### src/rtl/spi_master_tx.sv
// spi_master_tx -- SPI master, transmit direction, SCLK idles low.
//
// Frame sequence: IDLE -> SETUP -> SHIFT -> HOLD -> GAP -> IDLE.
// SETUP, HOLD and GAP each last CLK_DIV cycles. SHIFT lasts 2*D_Pack*CLK_DIV
// cycles. SCLK rises on the edge that enters SHIFT and then toggles every
// CLK_DIV cycles. The last falling edge is followed by one full low half
// period before HOLD starts.
//
// C_PH=0: the slave samples on rising SCLK. MOSI changes on falling edges.
// C_PH=1: the slave samples on falling SCLK. MOSI changes on rising edges.
//
// Optional feature: define SPI_MASTER_RX_EN to add full-duplex receive
// (MISO, RX_DATA, RX_VALID). MISO is sampled on the same edges the slave uses.
module spi_master_tx #(
    parameter int D_Pack  = 8,
    parameter int CLK_DIV = 2
) (
    input  logic              CLK,
    input  logic              RST,
    input  logic [D_Pack-1:0] TX_DATA,
    input  logic              TX_VALID,
    input  logic              C_PH,
    output logic              TX_READY,
    output logic              SCLK,
    output logic              MOSI,
    output logic              CS_N,
    output logic              TX_DONE
`ifdef SPI_MASTER_RX_EN
    ,
    input  logic              MISO,
    output logic [D_Pack-1:0] RX_DATA,
    output logic              RX_VALID
`endif
);

    localparam logic [2:0] S_IDLE  = 3'd0;
    localparam logic [2:0] S_SETUP = 3'd1;
    localparam logic [2:0] S_SHIFT = 3'd2;
    localparam logic [2:0] S_HOLD  = 3'd3;
    localparam logic [2:0] S_GAP   = 3'd4;

    // The bit counter runs 0..D_Pack and the divider runs 0..CLK_DIV-1.
    // Both counters are sized so they cannot wrap inside a frame.
    localparam int BW = $clog2(D_Pack) + 1;
    localparam int DW = $clog2(CLK_DIV) + 1;

    localparam logic [BW-1:0] BIT_LAST = BW'(D_Pack);
    localparam logic [BW-1:0] BIT_PEN  = BW'(D_Pack - 1);
    localparam logic [DW-1:0] DIV_LAST = DW'(CLK_DIV - 1);

    logic [2:0]        state_q, state_d;
    logic [DW-1:0]     div_q, div_d;
    logic [BW-1:0]     bit_q, bit_d;
    logic              sclk_q, sclk_d;
    logic              mosi_q, mosi_d;
    logic              cs_n_q, cs_n_d;
    logic              done_q, done_d;
    logic              ready_q, ready_d;
    logic              cph_q, cph_d;
    logic [D_Pack-1:0] shreg_q, shreg_d;

    logic div_last;
    logic accept;
    logic rise_evt;
    logic fall_evt;
    logic launch_evt;
    logic done_evt;

`ifdef SPI_MASTER_RX_EN
    logic [D_Pack-1:0] rx_shreg_q, rx_shreg_d;
    logic [D_Pack-1:0] rx_data_q, rx_data_d;
    logic              rx_valid_q, rx_valid_d;
    logic              sample_evt;
`endif

    assign TX_READY = ready_q;
    assign SCLK     = sclk_q;
    assign MOSI     = mosi_q;
    assign CS_N     = cs_n_q;
    assign TX_DONE  = done_q;

    // SCLK edge strobes. Each one is true in the cycle before the CLK edge
    // that moves SCLK. A new bit is launched on the edge opposite to the
    // sampling edge. With C_PH=0 there is no launch after the final bit.
    always_comb begin
        div_last   = (div_q == DIV_LAST);
        accept     = ready_q && TX_VALID;
        rise_evt   = ((state_q == S_SETUP) && div_last) ||
                     ((state_q == S_SHIFT) && div_last && !sclk_q && (bit_q != BIT_LAST));
        fall_evt   = (state_q == S_SHIFT) && div_last && sclk_q;
        done_evt   = (state_q == S_HOLD) && div_last;
        launch_evt = cph_q ? rise_evt : (fall_evt && (bit_q != BIT_PEN));
    end

    // Frame sequencing: state, divider, bit count, SCLK, CS_N, TX_DONE and TX_READY.
    always_comb begin
        state_d = state_q;
        div_d   = div_q;
        bit_d   = bit_q;
        sclk_d  = sclk_q;
        cs_n_d  = cs_n_q;
        done_d  = 1'b0;
        ready_d = ready_q;
        cph_d   = cph_q;
        case (state_q)
            S_IDLE: begin
                ready_d = 1'b1;
                if (accept) begin
                    state_d = S_SETUP;
                    div_d   = '0;
                    bit_d   = '0;
                    cph_d   = C_PH;
                    cs_n_d  = 1'b0;
                    ready_d = 1'b0;
                end
            end
            S_SETUP: begin
                if (div_last) begin
                    state_d = S_SHIFT;
                    div_d   = '0;
                    sclk_d  = 1'b1;
                end else begin
                    div_d = div_q + 1'b1;
                end
            end
            S_SHIFT: begin
                if (!div_last) begin
                    div_d = div_q + 1'b1;
                end else begin
                    div_d = '0;
                    if (sclk_q) begin
                        sclk_d = 1'b0;
                        bit_d  = bit_q + 1'b1;
                    end else if (bit_q == BIT_LAST) begin
                        state_d = S_HOLD;
                    end else begin
                        sclk_d = 1'b1;
                    end
                end
            end
            S_HOLD: begin
                if (div_last) begin
                    state_d = S_GAP;
                    div_d   = '0;
                    cs_n_d  = 1'b1;
                    done_d  = 1'b1;
                end else begin
                    div_d = div_q + 1'b1;
                end
            end
            S_GAP: begin
                if (div_last) begin
                    state_d = S_IDLE;
                    div_d   = '0;
                    bit_d   = '0;
                    ready_d = 1'b1;
                end else begin
                    div_d = div_q + 1'b1;
                end
            end
            default: begin
                state_d = S_IDLE;
                div_d   = '0;
                bit_d   = '0;
                sclk_d  = 1'b0;
                cs_n_d  = 1'b1;
                ready_d = 1'b0;
            end
        endcase
    end

    // Transmit datapath. With C_PH=0 the MSB goes out at accept and the rest
    // of the word is pre-shifted. With C_PH=1 the MSB waits for the first
    // rising edge. MOSI returns to 0 as CS_N rises.
    always_comb begin
        mosi_d  = mosi_q;
        shreg_d = shreg_q;
        if (accept && (state_q == S_IDLE)) begin
            if (C_PH) begin
                mosi_d  = 1'b0;
                shreg_d = TX_DATA;
            end else begin
                mosi_d  = TX_DATA[D_Pack-1];
                shreg_d = TX_DATA << 1;
            end
        end else if (launch_evt) begin
            mosi_d  = shreg_q[D_Pack-1];
            shreg_d = shreg_q << 1;
        end else if (done_evt) begin
            mosi_d  = 1'b0;
            shreg_d = '0;
        end
    end

    // Register all transmit state. Reset is asynchronous.
    always_ff @(posedge CLK or posedge RST) begin
        if (RST) begin
            state_q <= S_IDLE;
            div_q   <= '0;
            bit_q   <= '0;
            sclk_q  <= 1'b0;
            mosi_q  <= 1'b0;
            cs_n_q  <= 1'b1;
            done_q  <= 1'b0;
            ready_q <= 1'b0;
            cph_q   <= 1'b0;
            shreg_q <= '0;
        end else begin
            state_q <= state_d;
            div_q   <= div_d;
            bit_q   <= bit_d;
            sclk_q  <= sclk_d;
            mosi_q  <= mosi_d;
            cs_n_q  <= cs_n_d;
            done_q  <= done_d;
            ready_q <= ready_d;
            cph_q   <= cph_d;
            shreg_q <= shreg_d;
        end
    end

`ifdef SPI_MASTER_RX_EN
    assign RX_DATA  = rx_data_q;
    assign RX_VALID = rx_valid_q;

    // Capture MISO, MSB first, on the slave's sampling edge. Publish the
    // word in the same cycle that TX_DONE pulses.
    always_comb begin
        sample_evt = cph_q ? fall_evt : rise_evt;
        rx_shreg_d = rx_shreg_q;
        rx_data_d  = rx_data_q;
        rx_valid_d = 1'b0;
        if (sample_evt) begin
            rx_shreg_d = {rx_shreg_q[D_Pack-2:0], MISO};
        end
        if (done_evt) begin
            rx_data_d  = rx_shreg_q;
            rx_valid_d = 1'b1;
        end
    end

    // Register the receive state. Reset is asynchronous.
    always_ff @(posedge CLK or posedge RST) begin
        if (RST) begin
            rx_shreg_q <= '0;
            rx_data_q  <= '0;
            rx_valid_q <= 1'b0;
        end else begin
            rx_shreg_q <= rx_shreg_d;
            rx_data_q  <= rx_data_d;
            rx_valid_q <= rx_valid_d;
        end
    end
`endif

endmodule
### config.mk
export PLATFORM = sky130hd
export DESIGN_NAME = spi_master_tx
export DESIGN_NICKNAME = d
export VERILOG_FILES = /design/src/rtl/spi_master_tx.sv
export SDC_FILE = /design/constraint.sdc
export NUM_CORES = 1
export LEC_CHECK = 0
export CORE_MARGIN = 5
export CORE_UTILIZATION = 67
export CTS_CLUSTER_SIZE = 14
export DETAILED_ROUTE_END_ITERATION = 6
export DONT_BUFFER_PORTS = 1
export GPL_ROUTABILITY_DRIVEN = 0
export GPL_TIMING_DRIVEN = 0
export PLACE_DENSITY = 0.93
export SLEW_MARGIN = 20
export SYNTH_ARGS = -nofsm -noshare
export SYNTH_HDL_FRONTEND = slang
export SYNTH_SLANG_ARGS = --single-unit
### constraint.sdc
create_clock -name CLK -period 4.96 [get_ports CLK]
set_clock_uncertainty 0.1 [all_clocks]
set_input_delay 0.496 -clock CLK [delete_from_list [all_inputs] [get_ports CLK]]
set_output_delay 0.496 -clock CLK [all_outputs]
set_load 0.02 [all_outputs]
==> impl_metrics.ini, run 1 <==
[status]
status = complete, no violations

[die]
rows = 16
die_x_microns = 56.3
core_sq_um = 2000
start_util = 0.719
io_pins = 17
die_h_microns = 56.3
die-area_sq_um = 3170

[critical_path]
r2r_setup_slack_ps = 2920
worstReg2RegStart = bit_q[0]
worstSetupEndpointType = register
crit_arrival_ps = 2150
critPathMaxFanout = 9
critPathKind = register to register
required_ps = 5080
regToRegEndpoint = shreg_q[2]
startpoint_type = register
rr_worst_depth = 7

[grt]
grt_max_degree = 24
grt_overflow = 0
grt_pass1_wl_microns = 5070
grt_pass1_vias = 1105
grt_antenna_before_repair = 0
grt_util_all_layers = 0.200

[final_layout]
fill_cells = 148
syn_to_final_growth_pct = 4.43
antennaDiodeCount = 0
layout-drive-gt1-share = 0.197
multi_input_area_sq_um = 787
fin_nets = 167
regArea_sq_um = 577

[synthesis]
synth-seq-cells = 23
netlist.area_leader.share = 0.383
seq_area_frac_synth = 0.401
postSynthAreaPerCell_sq_um = 9.72
syn-cell-area_sq_um = 1440
synthTopCellsByCount = 23 x nand2_1, 22 x dfrtp_1, 8 x mux2_2, 8 x o211ai_1, 8 x o211ai_2
yosysWarnings = 0
ys_types = 42
synth_top_area_cell = dfrtp_1
synth_nets = 162
synth_enable_flop_cells = 0
synthCells = 148
async_flop_share = 1.00
synth_most_common_cell = nand2_1
synthTopCellsByArea = dfrtp_1 38%, o211ai_2 7.0%, mux2_2 6.3%
synthFlopType = dfrtp_1

[clock_network]
ctsResizeCount = 0
cts_tree = yes
cts_max_path_buffers = 2
clkTransAtPathRegs_ps = 140
holdBufCountCts = 0
clk_latency_ps = 330
cts_setup_buffers = 0
cts_made_buffers = 3
cts_root_buffer = clkbuf_4
cts-htree-levels = 1
cts.sinks = 23

[sta]
maxSlewViolCount = 0
max_slew_margin = 0.435
fin_setup_tns_ps = 0
grt_setup_unrepaired = false
period_minus_slack_ps = 2040
fin_crit_sh = 0.410
setup_viol = 0
tightestPinTransition_ps = 846
max_freq_mhz = 491
fin_ws_ps = 2920
hold_viol = 0

[detailed_routing]
drc = 0
drt-vias-per-instance = 6.43
wl_per_cell_microns = 16.1
first_pass_iters = 5
postRouteAntennaNets = 0
dr_total_vias = 1151
drt_iter0_drc = 34
routed_wl_microns = 2890

[worst_hold_path]
hold_path.class = input port to asynchronous set/reset pin

[power]
vdd_drop_max_mv = 0.413
power_leakage_uw = 0.000640
power.density_nw_per_um2 = 578

[place]
port-buffer-count = 0
dpl.hpwl_microns = 2120
dp_slack_ps = 2950

[job]
cap_violations = 0
logic make-up (layout without fill, tap and decap cells):
logic type	after synthesis	in the layout	synth area share
buffers and inverters	15	19	0.0522
multiplexers	12	12	0.0904
AO/OA/AOI/OAI	37	37	0.210
XOR/XNOR	1	1	0.00609
flip-flops	23	23	0.401
adder cells (fa/ha/maj)	2	2	0.0174
AND/OR/NAND/NOR	58	58	0.223
through the flow:
stage	power, uW	std cells	cell area [sq um]	hold slack (ps)	util
3_5_place_dp	778	175	1470	412	0.736
2_1_floorplan	686	148	1440	385	-
5_1_grt	941	179	1500	176	0.751
6_report	869	179	1500	106	0.751
4_1_cts	869	179	1500	146	0.751
3_3_place_gp	754	175	1470	413	0.736
report_power, final:
group	total, uW	internal, uW	switching [uW]
clock	91.9	30.9	61.0
sequential	338	257	80.7
combinational	439	186	253
how the worst max path moves through the flow:
stage	endpoint	start	cells past startpoint	slack (ps)
floorplan	MOSI	bit_q[0]	7	3150
global placement	shreg_q[4]	bit_q[0]	7	2970
detailed placement	shreg_q[2]	bit_q[0]	7	2950
CTS	shreg_q[2]	bit_q[0]	7	2920
global route	shreg_q[6]	bit_q[0]	7	2810
finish	shreg_q[2]	bit_q[0]	7	2920
worst max-delay path, stage by stage, from the launching register on:
cell and delay, ps:
dfrtp_1 440, inv_1 60, ha_1 180, and3b_1 230, nor4b_4 470, o21a_1 190, buf_6 160, o211ai_2 100
routing by layer:
layer	track usage	part of all wire	vias up
li1	-	-	549
met1	0.255	0.41	557
met2	0.329	0.51	37
met3	0.0642	0.070	8
met4	0.0475	0.012	0
met5	0	0	-
placed cells by master (no fill, tap or decap), types with 4 or more instances in the layout:
master	netlist	routed
mux2_2	8	8
inv_1	5	5
nand3_1	6	6
mux2i_1	4	4
nor3_1	5	5
o211ai_1	8	8
nor2_1	7	7
nand2_1	23	23
nand3b_1	4	4
o211ai_2	8	8
dfrtp_1	22	22
layout make-up:
| type | count | share of cell area |
|---|---|---|
| Multi-Input combinational cell | 110 | 0.524 |
| Sequential cell | 23 | 0.384 |
| Buffer | 10 | 0.0375 |
| Tap cell | 27 | 0.0225 |
| Clock buffer | 3 | 0.0150 |
| Inverter | 5 | 0.0125 |
| Clock inverter | 1 | 0.00500 |
registers in the layout, indices dropped and copies added, names as in the netlist:
name and cells:
TX_READY 1, state_q 3, SCLK 1, TX_DONE 1, bit_q 4, shreg_q 8, cph_q 1, div_q 2
MOSI 1, CS_N 1
(Power assumes the default switching activity.)
==> run 2, diff against run 1 <==
--- a/config.mk
+++ b/config.mk
@@ -6,13 +6,13 @@
 export NUM_CORES = 1
 export LEC_CHECK = 0
 export CORE_MARGIN = 5
-export CORE_UTILIZATION = 67
+export CORE_UTILIZATION = 62
 export CTS_CLUSTER_SIZE = 14
 export DETAILED_ROUTE_END_ITERATION = 6
 export DONT_BUFFER_PORTS = 1
 export GPL_ROUTABILITY_DRIVEN = 0
 export GPL_TIMING_DRIVEN = 0
-export PLACE_DENSITY = 0.93
+export PLACE_DENSITY = 0.88
 export SLEW_MARGIN = 20
 export SYNTH_ARGS = -nofsm -noshare
 export SYNTH_HDL_FRONTEND = slang
==> constraint.sdc (replaced) <==
create_clock -name CLK -period 2.1 [get_ports CLK]
set_clock_uncertainty 0.1 [all_clocks]
set_input_delay 0.21 -clock CLK [delete_from_list [all_inputs] [get_ports CLK]]
set_output_delay 0.21 -clock CLK [all_outputs]
set_load 0.02 [all_outputs]
==> impl_metrics.ini, run 2 (same netlist as run 1, synthesis figures left out) <==
[detailed_routing]
postRouteAntennaNets = 0
drc = 0
routed_wl_microns = 3130
drt-vias-per-instance = 6.53
drt_iter0_drc = 35
first_pass_iters = 4
wl_per_cell_microns = 16.7
dr_total_vias = 1222

[die]
die-area_sq_um = 3380
start_util = 0.650
io_pins = 17
die_x_microns = 58.2
rows = 17
die_h_microns = 58.2
core_sq_um = 2210

[clock_network]
clk_latency_ps = 320
cts_max_path_buffers = 2
cts_root_buffer = clkbuf_4
cts.sinks = 23
cts-htree-levels = 1
clkTransAtPathRegs_ps = 130
cts_made_buffers = 3
cts_tree = yes

[final_layout]
top_regs = shreg_q: 8 flops, bit_q: 4 flops, state_q: 3 flops
antennaDiodeCount = 0
stdcell_count = 187
syn_to_final_growth_pct = 8.87
final_cell_mix = 23 x nand2_1, 22 x dfrtp_1, 8 x mux2_2, 8 x o211ai_1, 8 x o211ai_2
top_register = shreg_q
fin_nets = 174
largest_reg_flops = 8
utilization = 0.708
layout-drive-gt1-share = 0.220
layout_commonest_cell = nand2_1

[sta]
max_freq_mhz = 506
fin_setup_tns_ps = 0
grt_setup_unrepaired = false
hold_viol = 0
fin_crit_sh = 0.941
max_slew_margin = 0.413
fin_ws_ps = 124
maxSlewViolCount = 0
setup_viol = 0
tightestPinTransition_ps = 880
period_minus_slack_ps = 1980

[worst_hold_path]
min_to = shreg_q[1]
hold_depth = 3
hold_path.class = input port to register
hold_path.startpoint = TX_DATA[0]

[grt]
grt_pass1_wl_microns = 5210
grt_util_all_layers = 0.198
grt_max_degree = 24
grt_antenna_before_repair = 0
grt_overflow = 0
grt_pass1_vias = 1188

[critical_path]
crit_arrival_ps = 2080
startpoint_type = register
worst_path_max_delay_cell = dfrtp_1
critPathKind = register to register
worstReg2RegStart = bit_q[0]
path_cells = inv_1 > ha_1 > and3b_1 > nor4b_4 > buf_4 > o21a_1 > buf_6 > o211ai_2
worstSetupEndpointType = register
r2r_setup_slack_ps = 120
required_ps = 2200
rr_worst_depth = 8
critical_path.top_delay_family = simple AND/OR/NAND/NOR gates
crit_buf_inv = 3
critPathMaxFanout = 9
cpPeakStageDelay_ps = 440
regToRegEndpoint = shreg_q[6]
cp.depth = 8

[place]
dpl.hpwl_microns = 2210
dp_slack_ps = 74.2
port-buffer-count = 0
dpl.cell_count = 176

[power]
vdd_drop_max_mv = 1.01
power.density_nw_per_um2 = 1320
power_leakage_uw = 0.000679

[status]
status = complete, no violations

[job]
cap_violations = 0
[run 2: cell count changes in the layout (fill, tap and decap cells not counted), sizes merged]
cell         delta
buf             +4
dlygate4sd3     +3
clkinv          +1
clkinvlp        -1
[run 2: how the worst max path moves through the flow]
stage	from	to	slack, ps
after floorplan	bit_q[0]	MOSI	290
after global routing	bit_q[0]	shreg_q[6]	20
after CTS	bit_q[0]	shreg_q[6]	50
after detailed placement	bit_q[0]	shreg_q[3]	70
after global placement	bit_q[0]	shreg_q[2]	100
final	bit_q[0]	shreg_q[6]	120
[run 2: power breakdown]
part / internal (uW) / total, uW / switching, uW
Clock: 71.4 / 211 / 140
Combinational: 454 / 1060 / 611
Sequential: 608 / 800 / 192
Total: 1130 / 2080 / 943
[run 2: through the flow]
step / cell area (sq um) / power (uW) / hold WS, ps
global placement: 1470 / 1780 / 212
detailed placement: 1470 / 1840 / 226
CTS: 1530 / 2050 / 47.8
global route: 1570 / 2240 / 54.5
finish: 1570 / 2080 / 51.6
floorplan: 1440 / 1620 / 111
[run 2: layout make-up]
class,count,area (sq um)
inverter,5,18.8
timing repair buffer,7,60.1
multi-input combinational,110,792
clock inverter,1,5.00
fill,171,646
buffer,10,56.3
tap,28,35.0
sequential,23,577
clock buffer,3,22.5
[run 2: routing by layer]
| layer | GRT usage | wire [microns] | up-vias |
|---|---|---|---|
| li1 | - | - | 563 |
| met1 | 0.253 | 1340 | 607 |
| met2 | 0.319 | 1550 | 46 |
| met3 | 0.0334 | 181 | 6 |
| met4 | 0.106 | 64 | 0 |
| met5 | 0 | 0 | - |
[run 2: timing repair]
action | 4_1_cts | 5_1_grt
endpoints found under the hold margin | 24 | 0
hold buffers | 3 | 0
gates resized for setup | 0 | 1
endpoints found under the setup margin | 0 | 10
buffers inserted | 0 | 4
[run 2: worst register-to-register path, cell delays in order (launching register included)]
cell and delay, ps:
dfrtp_1 440, inv_1 70, ha_1 180, and3b_1 240
nor4b_4 260, buf_4 190, o21a_1 130, buf_6 160
o211ai_2 100
